**src/rtl/obstacle_spawner.sv**
```systemverilog
// Obstacle spawner: spawns ground obstacles on game ticks, scrolls them left,
// retires them at the left edge and answers registered per-pixel hit queries.
module obstacle_spawner #(
  parameter int         NUM_SLOTS      = 4,
  parameter logic [9:0] OBS_WIDTH      = 10'd20,
  parameter logic [9:0] SPEED          = 10'd4,
  parameter logic [7:0] SPAWN_INTERVAL = 8'd64,
  parameter logic [9:0] SPAWN_X        = 10'd620,
  parameter logic [9:0] SCREEN_H       = 10'd480
) (
  input  logic        clk,
  input  logic        rst,
  input  logic        game_en,
  input  logic        freeze,
  input  logic        clear,
  input  logic [9:0]  random_in,
  input  logic [9:0]  pixel_x,
  input  logic [9:0]  pixel_y,
  output logic        obstacle_pixel,
  output logic [2:0]  active_count,
  output logic [15:0] passed_count,
  output logic        spawn_miss
);

  logic [NUM_SLOTS-1:0] valid_q, valid_d;
  logic [9:0]           x_q [NUM_SLOTS];
  logic [9:0]           x_d [NUM_SLOTS];
  logic [9:0]           h_q [NUM_SLOTS];
  logic [9:0]           h_d [NUM_SLOTS];
  logic [7:0]           spawn_cnt_q, spawn_cnt_d;
  logic [15:0]          passed_d;
  logic [2:0]           active_d;
  logic [2:0]           retire_cnt;
  logic [16:0]          passed_sum;
  logic [9:0]           h_clamp;
  logic                 tick, spawn_try, found, miss_d, hit_d;

  assign tick      = game_en & ~freeze & ~clear;
  assign spawn_try = tick && (spawn_cnt_q == SPAWN_INTERVAL - 8'd1);
  assign h_clamp   = (random_in > SCREEN_H) ? SCREEN_H : random_in;

  always_comb begin
    valid_d     = valid_q;
    x_d         = x_q;
    h_d         = h_q;
    spawn_cnt_d = spawn_cnt_q;
    retire_cnt  = '0;
    found       = 1'b0;
    miss_d      = 1'b0;
    if (tick) begin
      for (int i = 0; i < NUM_SLOTS; i++) begin
        if (valid_q[i]) begin
          if (x_q[i] < SPEED) begin
            valid_d[i] = 1'b0;
            retire_cnt = retire_cnt + 3'd1;
          end else begin
            x_d[i] = x_q[i] - SPEED;
          end
        end
      end
      spawn_cnt_d = spawn_try ? 8'd0 : spawn_cnt_q + 8'd1;
      // Eligibility uses pre-tick valid, so a slot retiring now stays empty.
      if (spawn_try) begin
        for (int i = 0; i < NUM_SLOTS; i++) begin
          if (!valid_q[i] && !found) begin
            found      = 1'b1;
            valid_d[i] = 1'b1;
            x_d[i]     = SPAWN_X;
            h_d[i]     = h_clamp;
          end
        end
        miss_d = ~found;
      end
    end
  end

  always_comb begin
    passed_sum = {1'b0, passed_count} + {14'd0, retire_cnt};
    passed_d   = passed_sum[16] ? 16'hFFFF : passed_sum[15:0];
    active_d   = '0;
    for (int i = 0; i < NUM_SLOTS; i++) begin
      active_d = active_d + {2'd0, valid_d[i]};
    end
  end

  // Hit test against the state in effect this cycle; widened to avoid x+width wrap.
  always_comb begin
    hit_d = 1'b0;
    for (int i = 0; i < NUM_SLOTS; i++) begin
      if (valid_q[i] &&
          ({1'b0, pixel_x} >= {1'b0, x_q[i]}) &&
          ({1'b0, pixel_x} <  ({1'b0, x_q[i]} + {1'b0, OBS_WIDTH})) &&
          (pixel_y >= SCREEN_H - h_q[i]) &&
          (pixel_y <  SCREEN_H)) begin
        hit_d = 1'b1;
      end
    end
  end

  always_ff @(posedge clk or negedge rst) begin
    if (!rst) begin
      valid_q        <= '0;
      spawn_cnt_q    <= '0;
      obstacle_pixel <= 1'b0;
      active_count   <= '0;
      passed_count   <= '0;
      spawn_miss     <= 1'b0;
      for (int i = 0; i < NUM_SLOTS; i++) begin
        x_q[i] <= '0;
        h_q[i] <= '0;
      end
    end else if (clear) begin
      valid_q        <= '0;
      spawn_cnt_q    <= '0;
      obstacle_pixel <= 1'b0;
      active_count   <= '0;
      passed_count   <= '0;
      spawn_miss     <= 1'b0;
      for (int i = 0; i < NUM_SLOTS; i++) begin
        x_q[i] <= '0;
        h_q[i] <= '0;
      end
    end else begin
      valid_q        <= valid_d;
      spawn_cnt_q    <= spawn_cnt_d;
      obstacle_pixel <= hit_d;
      active_count   <= active_d;
      passed_count   <= passed_d;
      spawn_miss     <= miss_d;
      for (int i = 0; i < NUM_SLOTS; i++) begin
        x_q[i] <= x_d[i];
        h_q[i] <= h_d[i];
      end
    end
  end

endmodule

```
**config.mk**
```make
export PLATFORM = sky130hd
export DESIGN_NAME = obstacle_spawner
export DESIGN_NICKNAME = d
export VERILOG_FILES = /design/src/rtl/obstacle_spawner.sv
export SDC_FILE = /design/constraint.sdc
export NUM_CORES = 1
export LEC_CHECK = 0
export ABC_AREA = 0
export CORE_MARGIN = 2
export CORE_UTILIZATION = 65
export DETAILED_ROUTE_END_ITERATION = 16
export PLACE_DENSITY = 0.86
export SYNTH_ARGS = -nofsm -noshare
export SYNTH_HDL_FRONTEND = slang
export SYNTH_SLANG_ARGS = --single-unit
```
**constraint.sdc**
```tcl
create_clock -name clk -period 9.45 [get_ports clk]
set_input_delay 0.945 -clock clk [delete_from_list [all_inputs] [get_ports clk]]
set_output_delay 0.945 -clock clk [all_outputs]
set_load 0.01 [all_outputs]
```
# Word level (Yosys, flattened, before mapping)
# Cells that the tools add are included.
[totals] inputBits=35 word_cells=170 out_inout_bits=21 ff_bits=113
[classes] n_lt_le_gt_ge=18 n_eq_ne=2 addsub=20 reduce_logical=35 mux=76 bitwise_logic=5
[op_table] op="$mux 40" count=6
[op_table] op="$mux 10" count=17
[op_table] op="$ge 10x10->1" count=8
[op_table] op="$add 10x5->11 const B" count=4
[op_table] op="$lt 10x11->1" count=4
[op_table] op="$lt 10x3->1 const B" count=4
[op_table] op="$sub 10x3->10 const B" count=4
[op_table] op="$sub 9x10->10 const A" count=4
[op_table] op="$mux 1" count=34
[op_table] op="$mux 3" count=11
[op_table] op="$mux 16" count=2
[op_table] op="$mux 8" count=3
[op_table] op="$logic_and 1x1->1" count=20
[op_table] op="$add 16x3->17" count=1
[op_table] op="$mux 4" count=3
[op_table] op="$reduce_and 3->1" count=4
[op_table] op="$gt 10x9->1 const B" count=1
[op_table] op="$lt 10x9->1 const B" count=1
[op_table] op="$reduce_bool 2->1" count=5
[op_table] op="$add 3x1->3 const B" count=3
[op_table] op="$add 8x1->8 const B" count=1
[op_table] op="$eq 8x6->1 const B" count=1
[op_table] op="$logic_not 1->1" count=6
[op_table] op="$add 2x1->3" count=1
[op_table] op="5 further kinds" count=8

# Depth between registers and ports, before layout
[depth] ltp_word=25 mapped_depth=23 mapped_depth_nobuf=22

# Least setup slack after synthesis
# OpenSTA, ideal clock, no wires.
[synth_timing] path_kind="register to register" from="register x_q[32] (netlist bit)" to="register passed_count[10]" setup_slack_ns=5.154 path_stages_with_launch=22 n_path_buf=1 arrival_time_ns=4.159 setup_time_ns=0.137 period_less_slack_ns=4.296 required_ns=9.313 cell_sequence="dfrtp_1 -> inv_1 -> ha_1 -> and4bb_2 -> nand3_1 -> inv_1 -> ha_1 -> nand2_1 -> o21ai_0 -> ha_1 -> mux2_2 -> ha_1 -> mux2i_1 -> nor2_1 -> fa_1 -> a21oi_1 -> nor3b_1 -> and2_1 -> nor2b_1 -> nand4_1 -> clkbuf_1 -> a21oi_1"
[synth_via] elab_chain_len=19
[synth_rtl] item="start, declared" line="26" source="logic [9:0] x_q [NUM_SLOTS];"
[synth_rtl] item="start signal, assigned by index" line="131" source="x_q[i] <= x_d[i];"
[synth_rtl] item="$lt 10x3->1 *" line="53" source="if (x_q[i] < SPEED) begin"
[synth_rtl] item="$mux 1 *" line="53"
[synth_rtl] item="$mux 1 *" line="52" source="if (valid_q[i]) begin"
[synth_rtl] item="$mux 3 *" line="50" source="if (tick) begin"
[synth_rtl] item="$add 3x1->3" line="55" source="retire_cnt = retire_cnt + 3'd1;"
[synth_rtl] item="$mux 3" line="53"
[synth_rtl] item="$mux 3 *" line="52"
[synth_rtl] item="$mux 3 *" line="50"
[synth_rtl] item="(+3 left out)"
[synth_rtl] item="$mux 3 *" line="50"
[synth_rtl] item="$add 3x1->3" line="55"
[synth_rtl] item="$mux 3" line="53"
[synth_rtl] item="$mux 3 *" line="52"
[synth_rtl] item="$mux 3 *" line="50"
[synth_rtl] item="$add 16x3->17 *" line="78" source="passed_sum = {1'b0, passed_count} + {14'd0, retire_cnt};"
[synth_rtl] item="$mux 16 *" line="79" source="passed_d = passed_sum[16] ? 16'hFFFF : passed_sum[15:0];"
[synth_rtl] item="$mux 16 *" line="112" source="end else if (clear) begin"
[synth_rtl] item="end signal, assigned" line="128" source="passed_count <= passed_d;"
[synth_rtl] item="end, declared" line="21" source="output logic [15:0] passed_count,"
# Mark *: on every way between the ends. The rest lies on a longest branch, timed or not. The select of a mux whose other input is x is not followed.
# A chain may end at the register's enable or synchronous reset.

# Final worst setup path
[layout_timing] from="register x_q[22] (netlist bit)" to="register passed_count[2]"
[layout_via] elab_chain_len=15
[layout_rtl] item="$lt 10x3->1 *" line="53"
[layout_rtl] item="$mux 3 *" line="53"
[layout_rtl] item="$mux 3 *" line="52"
[layout_rtl] item="$mux 3 *" line="50"
[layout_rtl] item="$add 3x1->3" line="55"
[layout_rtl] item="$mux 3" line="53"
[layout_rtl] item="$mux 3 *" line="52"
[layout_rtl] item="$mux 3 *" line="50"
[layout_rtl] item="$add 3x1->3" line="55"
[layout_rtl] item="$mux 3" line="53"
[layout_rtl] item="$mux 3 *" line="52"
[layout_rtl] item="$mux 3 *" line="50"
[layout_rtl] item="$add 16x3->17 *" line="78"
[layout_rtl] item="$mux 16 *" line="79"
[layout_rtl] item="$mux 16 *" line="112"
# Marked as above.

==> out/results.tsv <==
metric	value	unit
outcome	finished clean	
power_density	103	mW/mm^2
htreeDepth	3	
slew-limit-headroom	0.138	
fin_area	0.00940	mm^2
cp-end-kind	flop	
cp_slowest_cell	nand4_1	
finalNetCount	1183	
p_leak	0.00413	uW
seq_area_frac_synth	0.311	
finalHoldViolations	0	
postCtsSetupBuffers	0	
cpPeakStageDelay	0.51	ns
layout_min_cycle_time	5.05	ns
cp_num_buf_inv	3	
async_flop_share	1.00	
synth_area_leaders	dfrtp_1, ha_1, a21oi_1	
setup-tns-final	0	ns
setup_viol	0	
clk_latency	0.36	ns
first_pass_iters	6	
drive_above_1_share	0.0322	
worst_pin_slew	1.28	ns
cts_sinks	105	
synthDistinctLibCells	59	
crit_family	simple AND/OR/NAND/NOR gates	
ios	56	
clk_pin_slew	0.08	ns
path_cells	inv_1, ha_1, nor4b_1, nand2_1, inv_1, ha_1, nand2_1, o21ai_0, ha_1, mux2_2, ha_1, inv_1, nor2_1, xor2_1, nor2_1, ha_1, a21oi_1, nor3b_1, and2_1, nor2b_1, nand4_1, a21oi_1	
grt_first_pass_wirelength	35100	um
syn_nets	1151	
period_share	0.534	
die_y	118	um
cts_tree	done	
syn_area_per_cell	8.55	um^2
grtUsageTotal	0.309	
antenna_cells	0	
cts_buffers	9	
synth_top_cell_area_share	0.311	
core_area	0.0127	mm^2
antenna_found_initial	0	
holdBufCountCts	0	
cp_max_fo	14	
syn_area	0.00846	mm^2
placed_area	0.00909	mm^2
gp_congestion	0.978	
drc	0	
start_kind	flop	
dieArea	0.0139	mm^2
dieWidth	118	um
ir_drop	0.0000901	V
synth_warnings	0	
cts_resized	0	
gr-total-overflow	0	
grt_max_degree	79	
ys_ff_latch	105	
io_buffers	53	
synth_ff_type	dfrtp_1	
synth_commonest_cells	ha_1, dfrtp_1, nand2_1	
cts_root_buf	clkbuf_16	
crit_type	reg2reg	
critPathRequiredTime	9.73	ns
post-synth-top-area-cell	dfrtp_1	
yosysMostFrequentCell	ha_1	
drt-wirelength-per-cell	17.5	um
grt_pass1_vias	7381	
std_cell_rows	41	
finalClockSkew	0.00920	ns
fmax	198	MHz
drv_slew	0	
rsz0062_at_grt	no	
cap_violations	0	
ant_nets	0	
path_common_cell	ha_1	
initial_core_util	0.667	
vias	7600	
hpwl	15300	um
hold_path.class	in2async	
drt_wl_total	21000	um
syn2layout_area_growth	11.2	%
cp.arrival	5.32	ns
synth_cells	989	
viasPerCell	6.34	
clockBufferDepth	2	
fin_util	0.742	
synth_edf_count	0	
initialDrtViolationCount	562	
[cells in the final DEF (no fill, tap or decap), types with 15 or more instances in the layout]
cell type,instances
nand3_1,56
a21oi_1,78
xnor2_1,44
ha_1,125
nor2_1,65
nor2b_1,15
inv_1,57
xor2_1,29
a211oi_1,19
nor3_1,30
a21o_1,18
clkdlybuf4s50_1,51
dfrtp_1,105
and3_1,20
o21ai_0,56
nand2_1,96
[area by class of cell]
| type | instances | area, um^2 |
|---|---|---|
| Multi-Input combinational cell | 787 | 5460 |
| Clock inverter | 7 | 83.8 |
| Inverter | 59 | 221 |
| Timing Repair Buffer | 59 | 568 |
| Fill cell | 966 | 3270 |
| Tap cell | 172 | 215 |
| Clock buffer | 9 | 225 |
| Sequential cell | 105 | 2630 |
[logic make-up after synthesis]
kind of cell,Yosys count,share of synthesized area
buffers and inverters,97,0.0438
adder cells (fa/ha/maj),127,0.190
XOR/XNOR,73,0.0756
AO/OA/AOI/OAI,241,0.175
AND/OR/NAND/NOR,341,0.199
multiplexers,5,0.00621
flip-flops,105,0.311
[path summary, 6_finish.rpt]
path	start	end	slack, ns	cells after the start
setup / recovery	x_q[22]	passed_count[2]	4.40	22
hold / removal	rst	spawn_miss	0.50	1
setup reg to reg	x_q[22]	passed_count[2]	4.40	22
hold reg to reg	spawn_cnt_q[1]	spawn_cnt_q[1]	0.53	1
max in group asynchronous	rst	h_q[3]	7.63	2
min in group clk	spawn_cnt_q[1]	spawn_cnt_q[1]	0.53	1
[sequential cells by signal, summed over array words and instances, names as in the netlist]
signal,flops
active_count,3
h_q,40
obstacle_pixel,1
passed_count,16
spawn_cnt_q,8
spawn_miss,1
valid_q,4
x_q,32
[per-stage QoR]
stage	hold WS, ns	power, uW	worst slack, ns	instances
floorplan	0.465	526	5.15	989
global placement	0.495	576	4.54	1182
detailed placement	0.514	580	4.41	1182
CTS	0.502	973	4.40	1198
global route	0.522	1010	3.85	1198
finish	0.497	971	4.40	1198
[routing by layer]
| metal | wire (um) | vias up | global-route usage | part of all wire |
|---|---|---|---|---|
| li1 | - | 3633 | - | - |
| met3 | 1540 | 30 | 0.0436 | 0.073 |
| met1 | 9340 | 3661 | 0.430 | 0.44 |
| met2 | 9760 | 276 | 0.493 | 0.46 |
| met5 | 0 | - | 0 | 0 |
| met4 | 375 | 0 | 0.109 | 0.018 |
[power breakdown]
part / internal [uW] / switching [uW]
logic: 46.7 / 73.8
registers: 451 / 2.72
clock network: 210 / 186
total: 708 / 263
(Power assumes the default switching activity.)
